**src/rtl/traffic_pkg.sv**
```systemverilog
// Shared encodings and defaults for the traffic-light controller and the
// side-road CAR requester.
package traffic_pkg;

    localparam logic [1:0] REQ_IDLE    = 2'd0;
    localparam logic [1:0] REQ_REQUEST = 2'd1;
    localparam logic [1:0] REQ_SERVED  = 2'd2;
    localparam logic [1:0] REQ_HOLDOFF = 2'd3;

    typedef enum logic [1:0] {
        ST_IDLE    = REQ_IDLE,
        ST_REQUEST = REQ_REQUEST,
        ST_SERVED  = REQ_SERVED,
        ST_HOLDOFF = REQ_HOLDOFF
    } req_state_t;

    localparam logic [1:0] LC_GREEN  = 2'd0;
    localparam logic [1:0] LC_YELLOW = 2'd1;
    localparam logic [1:0] LC_RED    = 2'd2;

    localparam int DEF_DEB_CYCLES     = 4;
    localparam int DEF_HOLDOFF_CYCLES = 16;
    localparam int DEF_REQ_TIMEOUT    = 32768;
    localparam int DEF_PEND_W         = 4;

    // Exactly one lamp lit: odd parity excluding the all-on case.
    function automatic logic lights_onehot(input logic grn, input logic ylw, input logic red);
        return (grn ^ ylw ^ red) && !(grn && ylw && red);
    endfunction

endpackage

```
**src/rtl/sensor_debounce.sv**
```systemverilog
// Two-flop synchroniser plus saturating debounce counter; emits one arrival
// pulse per sufficiently long high episode of the loop detector.
module sensor_debounce
    import traffic_pkg::*;
#(
    parameter int DEB_CYCLES = DEF_DEB_CYCLES
) (
    input  logic Clock,
    input  logic Reset,
    input  logic sensor,
    output logic arrival
);

    localparam int CW = $clog2(DEB_CYCLES + 1);
    localparam logic [CW-1:0] CNT_MAX  = CW'(DEB_CYCLES);
    localparam logic [CW-1:0] CNT_LAST = CW'(DEB_CYCLES - 1);

    logic          sync1;
    logic          sync2;
    logic [CW-1:0] deb_cnt;

    always_ff @(posedge Clock) begin
        if (Reset) begin
            sync1   <= 1'b0;
            sync2   <= 1'b0;
            deb_cnt <= '0;
        end else begin
            sync1 <= sensor;
            sync2 <= sync1;
            if (!sync2) begin
                deb_cnt <= '0;
            end else if (deb_cnt != CNT_MAX) begin
                deb_cnt <= deb_cnt + 1'b1;
            end
        end
    end

    // High on the edge where the counter steps onto DEB_CYCLES, so only once
    // per episode: afterwards the counter sits saturated.
    assign arrival = sync2 && (deb_cnt == CNT_LAST);

endmodule

```
**src/rtl/car_request_detector.sv**
```systemverilog
// Side-road requester: raises CAR on debounced arrivals, drops it when the
// controller leaves green, and waits a hold-off after green returns.
module car_request_detector
    import traffic_pkg::*;
#(
    parameter int DEB_CYCLES     = DEF_DEB_CYCLES,
    parameter int HOLDOFF_CYCLES = DEF_HOLDOFF_CYCLES,
    parameter int REQ_TIMEOUT    = DEF_REQ_TIMEOUT,
    parameter int PEND_W         = DEF_PEND_W
) (
    input  logic              Clock,
    input  logic              Reset,
    input  logic              SENSOR,
    input  logic              GRN,
    input  logic              YLW,
    input  logic              RED,
    output logic              CAR,
    output logic [PEND_W-1:0] PENDING,
    output logic              FAULT
);

    localparam int HW = $clog2(HOLDOFF_CYCLES + 1);
    localparam int WW = $clog2(REQ_TIMEOUT + 1);
    localparam logic [HW-1:0]     HOLD_LAST = HW'(HOLDOFF_CYCLES - 1);
    localparam logic [WW-1:0]     WAIT_MAX  = WW'(REQ_TIMEOUT);
    localparam logic [WW-1:0]     WAIT_LAST = WW'(REQ_TIMEOUT - 1);
    localparam logic [PEND_W-1:0] PEND_MAX  = '1;

    req_state_t        state;
    req_state_t        state_next;
    logic [PEND_W-1:0] pend_next;
    logic [PEND_W-1:0] pend_inc;
    logic [PEND_W-1:0] pend_arr;
    logic [HW-1:0]     hold_tmr;
    logic [HW-1:0]     hold_next;
    logic [WW-1:0]     wait_tmr;
    logic [WW-1:0]     wait_next;
    logic              fault_next;
    logic              arrival;

    sensor_debounce #(
        .DEB_CYCLES(DEB_CYCLES)
    ) u_debounce (
        .Clock  (Clock),
        .Reset  (Reset),
        .sensor (SENSOR),
        .arrival(arrival)
    );

    assign pend_inc = (PENDING == PEND_MAX) ? PENDING : PENDING + 1'b1;
    assign pend_arr = arrival ? pend_inc : PENDING;

    always_comb begin
        state_next = state;
        pend_next  = PENDING;
        hold_next  = '0;
        wait_next  = '0;
        fault_next = FAULT | !lights_onehot(GRN, YLW, RED);
        case (state)
            ST_IDLE: begin
                if (arrival) begin
                    state_next = ST_REQUEST;
                    pend_next  = PEND_W'(1);
                end
            end
            ST_REQUEST: begin
                if (wait_tmr == WAIT_LAST) fault_next = 1'b1;
                // Acknowledge wins over a same-edge arrival: that car is served.
                if (YLW || RED) begin
                    state_next = ST_SERVED;
                    pend_next  = '0;
                end else begin
                    wait_next = (wait_tmr == WAIT_MAX) ? wait_tmr : wait_tmr + 1'b1;
                    pend_next = pend_arr;
                end
            end
            ST_SERVED: begin
                if (GRN) state_next = ST_HOLDOFF;
            end
            ST_HOLDOFF: begin
                pend_next = pend_arr;
                if (hold_tmr == HOLD_LAST) begin
                    state_next = (pend_arr != '0) ? ST_REQUEST : ST_IDLE;
                end else begin
                    hold_next = hold_tmr + 1'b1;
                end
            end
            default: begin
                state_next = ST_IDLE;
                pend_next  = '0;
            end
        endcase
    end

    // CAR has its own flop so the request line never sees decode glitches.
    always_ff @(posedge Clock) begin
        if (Reset) begin
            state    <= ST_IDLE;
            PENDING  <= '0;
            hold_tmr <= '0;
            wait_tmr <= '0;
            FAULT    <= 1'b0;
            CAR      <= 1'b0;
        end else begin
            state    <= state_next;
            PENDING  <= pend_next;
            hold_tmr <= hold_next;
            wait_tmr <= wait_next;
            FAULT    <= fault_next;
            CAR      <= (state_next == ST_REQUEST);
        end
    end

endmodule

```
**config.mk**
```make
export PLATFORM = sky130hd
export DESIGN_NAME = car_request_detector
export DESIGN_NICKNAME = d
export VERILOG_FILES = /design/src/rtl/traffic_pkg.sv /design/src/rtl/sensor_debounce.sv /design/src/rtl/car_request_detector.sv
export SDC_FILE = /design/constraint.sdc
export NUM_CORES = 1
export LEC_CHECK = 0
export BUFFER_PORTS_ARGS = -buffer_cell sky130_fd_sc_hd__buf_2
export CORE_UTILIZATION = 59
export CTS_CLUSTER_SIZE = 28
export DETAILED_ROUTE_END_ITERATION = 7
export PLACE_DENSITY = 0.86
export SKIP_CTS_REPAIR_TIMING = 1
export SYNTH_ARGS = -nofsm -noshare
export SYNTH_HDL_FRONTEND = slang
export SYNTH_SLANG_ARGS = --single-unit
```
**constraint.sdc**
```tcl
create_clock -name Clock -period 2.4 [get_ports Clock]
set_input_delay 0.24 -clock Clock [delete_from_list [all_inputs] [get_ports Clock]]
set_output_delay 0.24 -clock Clock [all_outputs]
set_load 0.03 [all_outputs]
```
# After elaboration in Yosys (flattened, before gate mapping)
# Cells that the tools add are included.
word_totals:
  ff_bits: 34
  in_bits: 6
  out_inout_bits: 6
  word_cells: 57
op_classes:
  add_sub_neg: 4
  n_eq_ne: 11
  mux: 13
  bitwise: 6
  n_reduce_logical: 14
op_table:
  columns: ["cell", "count"]
  rows:
  - ["16-bit by 1-bit adder with 16-bit output (second input constant)", 1]
  - ["16-bit by 15-bit equality test with 1-bit output (second input constant)", 1]
  - ["16-bit equality test (second input constant)", 1]
  - ["4-bit 2-to-1 mux", 4]
  - ["4-bit one-hot mux with 3 select lines", 1]
  - ["2-bit 2-to-1 mux", 4]
  - ["2-bit one-hot mux with 4 select lines", 1]
  - ["3-bit OR reduction", 2]
  - ["5-bit by 1-bit adder with 5-bit output (second input constant)", 1]
  - ["5-bit by 4-bit equality test with 1-bit output (second input constant)", 1]
  - ["4-bit by 1-bit adder with 4-bit output (second input constant)", 1]
  - ["2-bit by 1-bit equality test with 1-bit output (second input constant)", 2]
  - ["2-bit equality test (second input constant)", 2]
  - ["4-bit equality test (second input constant)", 1]
  - ["1-bit logical AND", 4]
  - ["4-bit nonzero test", 1]
  - ["3-bit by 1-bit adder with 3-bit output (second input constant)", 1]
  - ["3-bit by 2-bit equality test with 1-bit output (second input constant)", 1]
  - ["1-bit 2-to-1 mux", 3]
  - ["3-bit inequality test (second input constant)", 1]
  - ["1-bit inverter", 3]
  - ["3-bit nonzero test", 1]
  - ["1-bit logical NOT", 2]
  - ["2-bit logical NOT", 1]
  - ["6 further kinds", 7]

# Depth between registers and ports, before layout
depth:
  depth_word: 8
  mapped_depth: 7
  depth_no_buf: 7

# Hierarchy
# A second synthesis with hierarchy kept.
hier_totals:
  cells_unflattened: 200
  hier_area_um2: 1756.7
modules_own_cells:
  columns: ["module", "n_inst", "cells_per_inst", "area_each_um2", "seq_area_each_um2"]
  rows:
  - ["car_request_detector", 1, 177, 1532.7, 580.6]
  - ["sensor_debounce", 1, 23, 224.0, 100.1]

# Least setup slack after synthesis
# Ideal clock, no wire load.
synth_path:
  kind: "reg2reg"
  startpoint: "register PENDING[1]"
  endpoint: "register CAR"
  setup_ns: 0.101
  arrival_ns: 1.655
  required_ns: 2.299
  slack_ns: 0.644
  stages_incl_launch_ff: 7
  path_buffers: 1
  period_less_slack_ns: 1.756
  path_cell_list: "dfxtp_1 > ha_1 > buf_2 > and4b_1 > o211ai_1 > a221oi_1 > o41ai_1"
synth_between:
  elab_chain_len: 8
  elab_cells_between_ends: 9
  cone_classes: "add/sub: 1; eq/ne: 2; mux: 5; reduce/logical: 1"
synth_lines:
  columns: ["item", "line", "text"]
  rows:
  - ["start: declaration", "car_request_detector.sv:18", "output logic [PEND_W-1:0] PENDING,"]
  - ["start signal: assignment", "car_request_detector.sv:106", "PENDING <= pend_next;"]
  - ["4-bit by 1-bit adder with 4-bit output or 4-bit equality test (tied branches)", "car_request_detector.sv:50", "assign pend_inc = (PENDING == PEND_MAX) ? PENDING : PENDING + 1'b1;"]
  - ["4-bit 2-to-1 mux", "car_request_detector.sv:50", null]
  - ["4-bit 2-to-1 mux (*)", "car_request_detector.sv:51", "assign pend_arr = arrival ? pend_inc : PENDING;"]
  - ["4-bit nonzero test (*)", "car_request_detector.sv:83", "state_next = (pend_arr != '0) ? ST_REQUEST : ST_IDLE;"]
  - ["1-bit 2-to-1 mux (*)", "car_request_detector.sv:83", null]
  - ["2-bit 2-to-1 mux (*)", "car_request_detector.sv:82", "if (hold_tmr == HOLD_LAST) begin"]
  - ["2-bit one-hot mux with 4 select lines (*)", "car_request_detector.sv:59", "case (state)"]
  - ["2-bit by 1-bit equality test with 1-bit output (*)", "car_request_detector.sv:110", "CAR <= (state_next == ST_REQUEST);"]
  - ["end signal: assignment", "car_request_detector.sv:110", null]
  - ["end: declaration", "car_request_detector.sv:17", "output logic CAR,"]
# Every way passes the cells marked *; elsewhere a longest branch is shown, timed or not.
# A chain may end at the register's enable or synchronous reset.

# Final worst setup path
layout_path:
  startpoint: "register u_debounce.deb_cnt[0]"
  endpoint: "register CAR"
layout_between:
  elab_chain_len: 8
  elab_cells_between_ends: 9
  cone_classes: "eq/ne: 2; mux: 5; reduce/logical: 2"
layout_lines:
  columns: ["item", "line", "text"]
  rows:
  - ["start: declaration", "sensor_debounce.sv:20", "logic [CW-1:0] deb_cnt;"]
  - ["start signal: assignment", "sensor_debounce.sv:33", "deb_cnt <= deb_cnt + 1'b1;"]
  - ["3-bit by 2-bit equality test with 1-bit output (*)", "sensor_debounce.sv:40", "assign arrival = sync2 && (deb_cnt == CNT_LAST);"]
  - ["1-bit logical AND (*)", "sensor_debounce.sv:40", null]
  - ["4-bit 2-to-1 mux", "car_request_detector.sv:51", null]
  - ["4-bit nonzero test", "car_request_detector.sv:83", null]
  - ["1-bit 2-to-1 mux", "car_request_detector.sv:83", null]
  - ["2-bit 2-to-1 mux", "car_request_detector.sv:82", null]
  - ["2-bit one-hot mux with 4 select lines (*)", "car_request_detector.sv:59", null]
  - ["2-bit by 1-bit equality test with 1-bit output (*)", "car_request_detector.sv:110", null]
# Marks and branches as above.

==> impl_metrics.json <==
{
  "drt-initial-drc-count": 67,
  "synth_adder_area_share_pct": 6.50,
  "synth_nets": 216,
  "dieArea_mm2": 0.00316,
  "wl_met1_um": 1460,
  "criticalPathCategory": "reg -> reg",
  "cap_viol_max_count": 0,
  "syn_to_final_growth_pct": 6.64,
  "power.share.switching_pct": 25.3,
  "internal-power_mw": 0.744,
  "synthXorXnorAreaFrac_pct": 7.08,
  "core_area_mm2": 0.00276,
  "cp.arrival_ps": 2230,
  "drive_gt1_share_pct": 10.8,
  "cts_tree": "done",
  "fill_cells": 231,
  "hold_ws_ps": 105,
  "synth_top_flop_cell": "dfxtp_1",
  "ant_nets": 0,
  "worstSetupStartpoint": "u_debounce.deb_cnt[0]$_SDFFE_PP0P_",
  "cellPowerDensity_mw_per_mm2": 539,
  "wire_per_inst_um": 14.8,
  "cts_root_buffer": "clkbuf_4",
  "slew_violations": 0,
  "fmax_mhz": 499,
  "clockBufferDepth": 2,
  "netlist_instances": 201,
  "vdd_drop_max_mv": 0.526,
  "layout.area.seq_um2": 681,
  "synth_simple_gate_area_share_pct": 26.6,
  "num_vias": 1486,
  "drt_wl_total_um": 3600,
  "cts_buffers": 5,
  "final-setup-viol-count": 0,
  "wl_met3_um": 153,
  "overflow": 0,
  "grt_use_total_pct": 26.1,
  "die_w_um": 56.2,
  "num-nets-final": 226,
  "grt_max_degree": 17,
  "routabilityCongestion": 0.865,
  "final_common_cell": "dfxtp_1",
  "h-tree-depth": 2,
  "grt_pass1_wl_um": 6290,
  "synth_top_family_by_area": "simple AND/OR/NAND/NOR gates",
  "min_path_type": "in -> reg",
  "num_rows": 19,
  "cp_max_fo": 12,
  "timing.rr.start": "u_debounce.deb_cnt[0]$_SDFFE_PP0P_",
  "dp_slack_ps": 409,
  "hold_viol_final": 0,
  "yosysWarnings": 0,
  "hold_end": "u_debounce.sync1$_SDFF_PP0_",
  "power_switching_mw": 0.252,
  "multi_input_area_um2": 957,
  "r2r_slack_ps": 400,
  "dpl.hpwl_um": 2610,
  "top_layer": "met4",
  "p_leak_nw": 0.707,
  "hp-start": "SENSOR",
  "numPortBuffers": 11,
  "syn_area_mm2": 0.00173,
  "rr_worst_depth": 6,
  "clk_latency_ps": 340,
  "pwr-share-clk_pct": 33.6,
  "cp-end-kind": "flip-flop",
  "yosysSeqAreaShare_pct": 39.3,
  "async_flop_share_pct": 0,
  "setup.worst_path.start_class": "flip-flop",
  "n_antenna_cell": 0,
  "period_minus_slack_ps": 2000,
  "firstDrtPassIters": 4,
  "skew_ps": 6.10,
  "post-route-period-util_pct": 83.5,
  "setup_slack_ps": 396,
  "whs_path_depth": 2,
  "status": "completed",
  "die_h_um": 56.2,
  "seq_power_share_pct": 58.7,
  "clkSinkCount": 34,
  "synth_edf_count": 0,
  "layout_common_cells": "dfxtp_1 (34), nor2_1 (29), inv_1 (11), a21oi_1 (11), buf_2 (11)",
  "ys_seq_elements": 34,
  "worst_pin_slew_ps": 373,
  "start_util_pct": 62.8,
  "synthMuxAreaShare_pct": 1.16,
  "required_ps": 2620,
  "ys_types": 46,
  "antenna_found_initial": 0,
  "clk_pin_slew_ps": 100,
  "rsz0062_at_grt": "no",
  "route.met2.wl_um": 1910,
  "avgSynthCellArea_um2": 8.62,
  "synth-compound-area-share_pct": 13.9,
  "p_comb_share_pct": 7.6,
  "timing.rr.end": "CAR$_SDFF_PP0_",
  "io_pins": 12,
  "tns_ps": 0,
  "relSlewSlack_pct": 75.1,
  "drc_errors": 0,
  "grt_pass1_vias": 1484,
  "viasPerCell": 6.12
}
metrics by stage:
stage | instances | total power [mW] | util, % | instance area (µm²)
detailed placement | 235 | 0.671 | 64.8 | 1790
finish | 243 | 0.996 | 67.0 | 1850
global route | 243 | 1.03 | 67.0 | 1850
floorplan | 201 | 0.649 | - | 1730
CTS | 243 | 1.00 | 67.0 | 1850
global placement | 235 | 0.666 | 64.8 | 1790
worst max path at each step:
stage	end	slack [ps]	depth (start not counted)
global placement	CAR$_SDFF_PP0_	490	6
finish	CAR$_SDFF_PP0_	400	6
detailed placement	CAR$_SDFF_PP0_	410	6
floorplan	CAR$_SDFF_PP0_	640	6
global route	CAR$_SDFF_PP0_	220	6
CTS	CAR$_SDFF_PP0_	400	6
power by group through the flow:
stage	logic [mW]	clock network, mW	registers, mW
after global routing	0.0840	0.361	0.586
final	0.0762	0.335	0.585
after CTS	0.0749	0.341	0.584
after floorplan	0.0471	0	0.601
after detailed placement	0.0742	0	0.597
after global placement	0.0695	0	0.596
critical path, cell delays in order (launching register included):
cell      delay [ps]
dfxtp_1          350
ha_1             200
ha_1             200
and2_1           280
or3_1            350
a221oi_1         400
o41ai_1          120
layer usage:
layer | vias to the layer above | GRT usage [%]
met4 | 0 | 12.5
met1 | 695 | 27.3
li1 | 735 | -
met5 | - | 0
met3 | 10 | 8.14
met2 | 46 | 46.9
layout make-up:
class,instances,area share [%]
repair buffers,12,3.39
clock buffers,7,2.98
clock inverters,1,0.271
multi-input cells,145,51.8
inverters,13,2.64
flip-flops and latches,34,36.8
well taps,31,2.10
logic make-up (layout without fill, tap and decap cells):
kind of cell / count (synthesis) / count (layout)
xor gates and xnor gates: 14 / 14
and+or+nand+nor: 84 / 84
muxes: 2 / 2
DFF: 34 / 34
buffers and inverters: 22 / 33
AOI/OAI and AO/OA: 36 / 36
adders and majority gates: 9 / 9
synthesized netlist by cell type (2+ instances only):
master | n | area, µm²
nand3_1 | 9 | 45.0
inv_2 | 2 | 7.51
a211oi_1 | 2 | 15.0
o41ai_1 | 2 | 17.5
a21oi_1 | 11 | 55.1
o21ai_1 | 4 | 20.0
ha_1 | 9 | 113
xor2_1 | 10 | 87.6
nand2_1 | 9 | 33.8
dfxtp_1 | 34 | 681
clkbuf_1 | 4 | 15.0
nor2_1 | 29 | 109
or4_1 | 2 | 15.0
o211ai_1 | 4 | 30.0
nor4b_1 | 2 | 17.5
a31oi_1 | 2 | 12.5
inv_1 | 11 | 41.3
and3_1 | 2 | 12.5
and4_1 | 4 | 35.0
nor2b_1 | 2 | 12.5
nand4_1 | 9 | 56.3
and2_1 | 3 | 18.8
buf_2 | 4 | 20.0
mux2i_1 | 2 | 20.0
or3_1 | 3 | 18.8
a21o_1 | 2 | 15.0
nor4_1 | 2 | 12.5
xnor2_1 | 4 | 35.0
registers in the layout (all words and copies together) (netlist names):
register	cells
CAR	1
u_debounce.deb_cnt	3
hold_tmr	5
u_debounce.sync1	1
FAULT	1
state	2
u_debounce.sync2	1
wait_tmr	16
PENDING	4
Power figures use the tool's default switching activity.
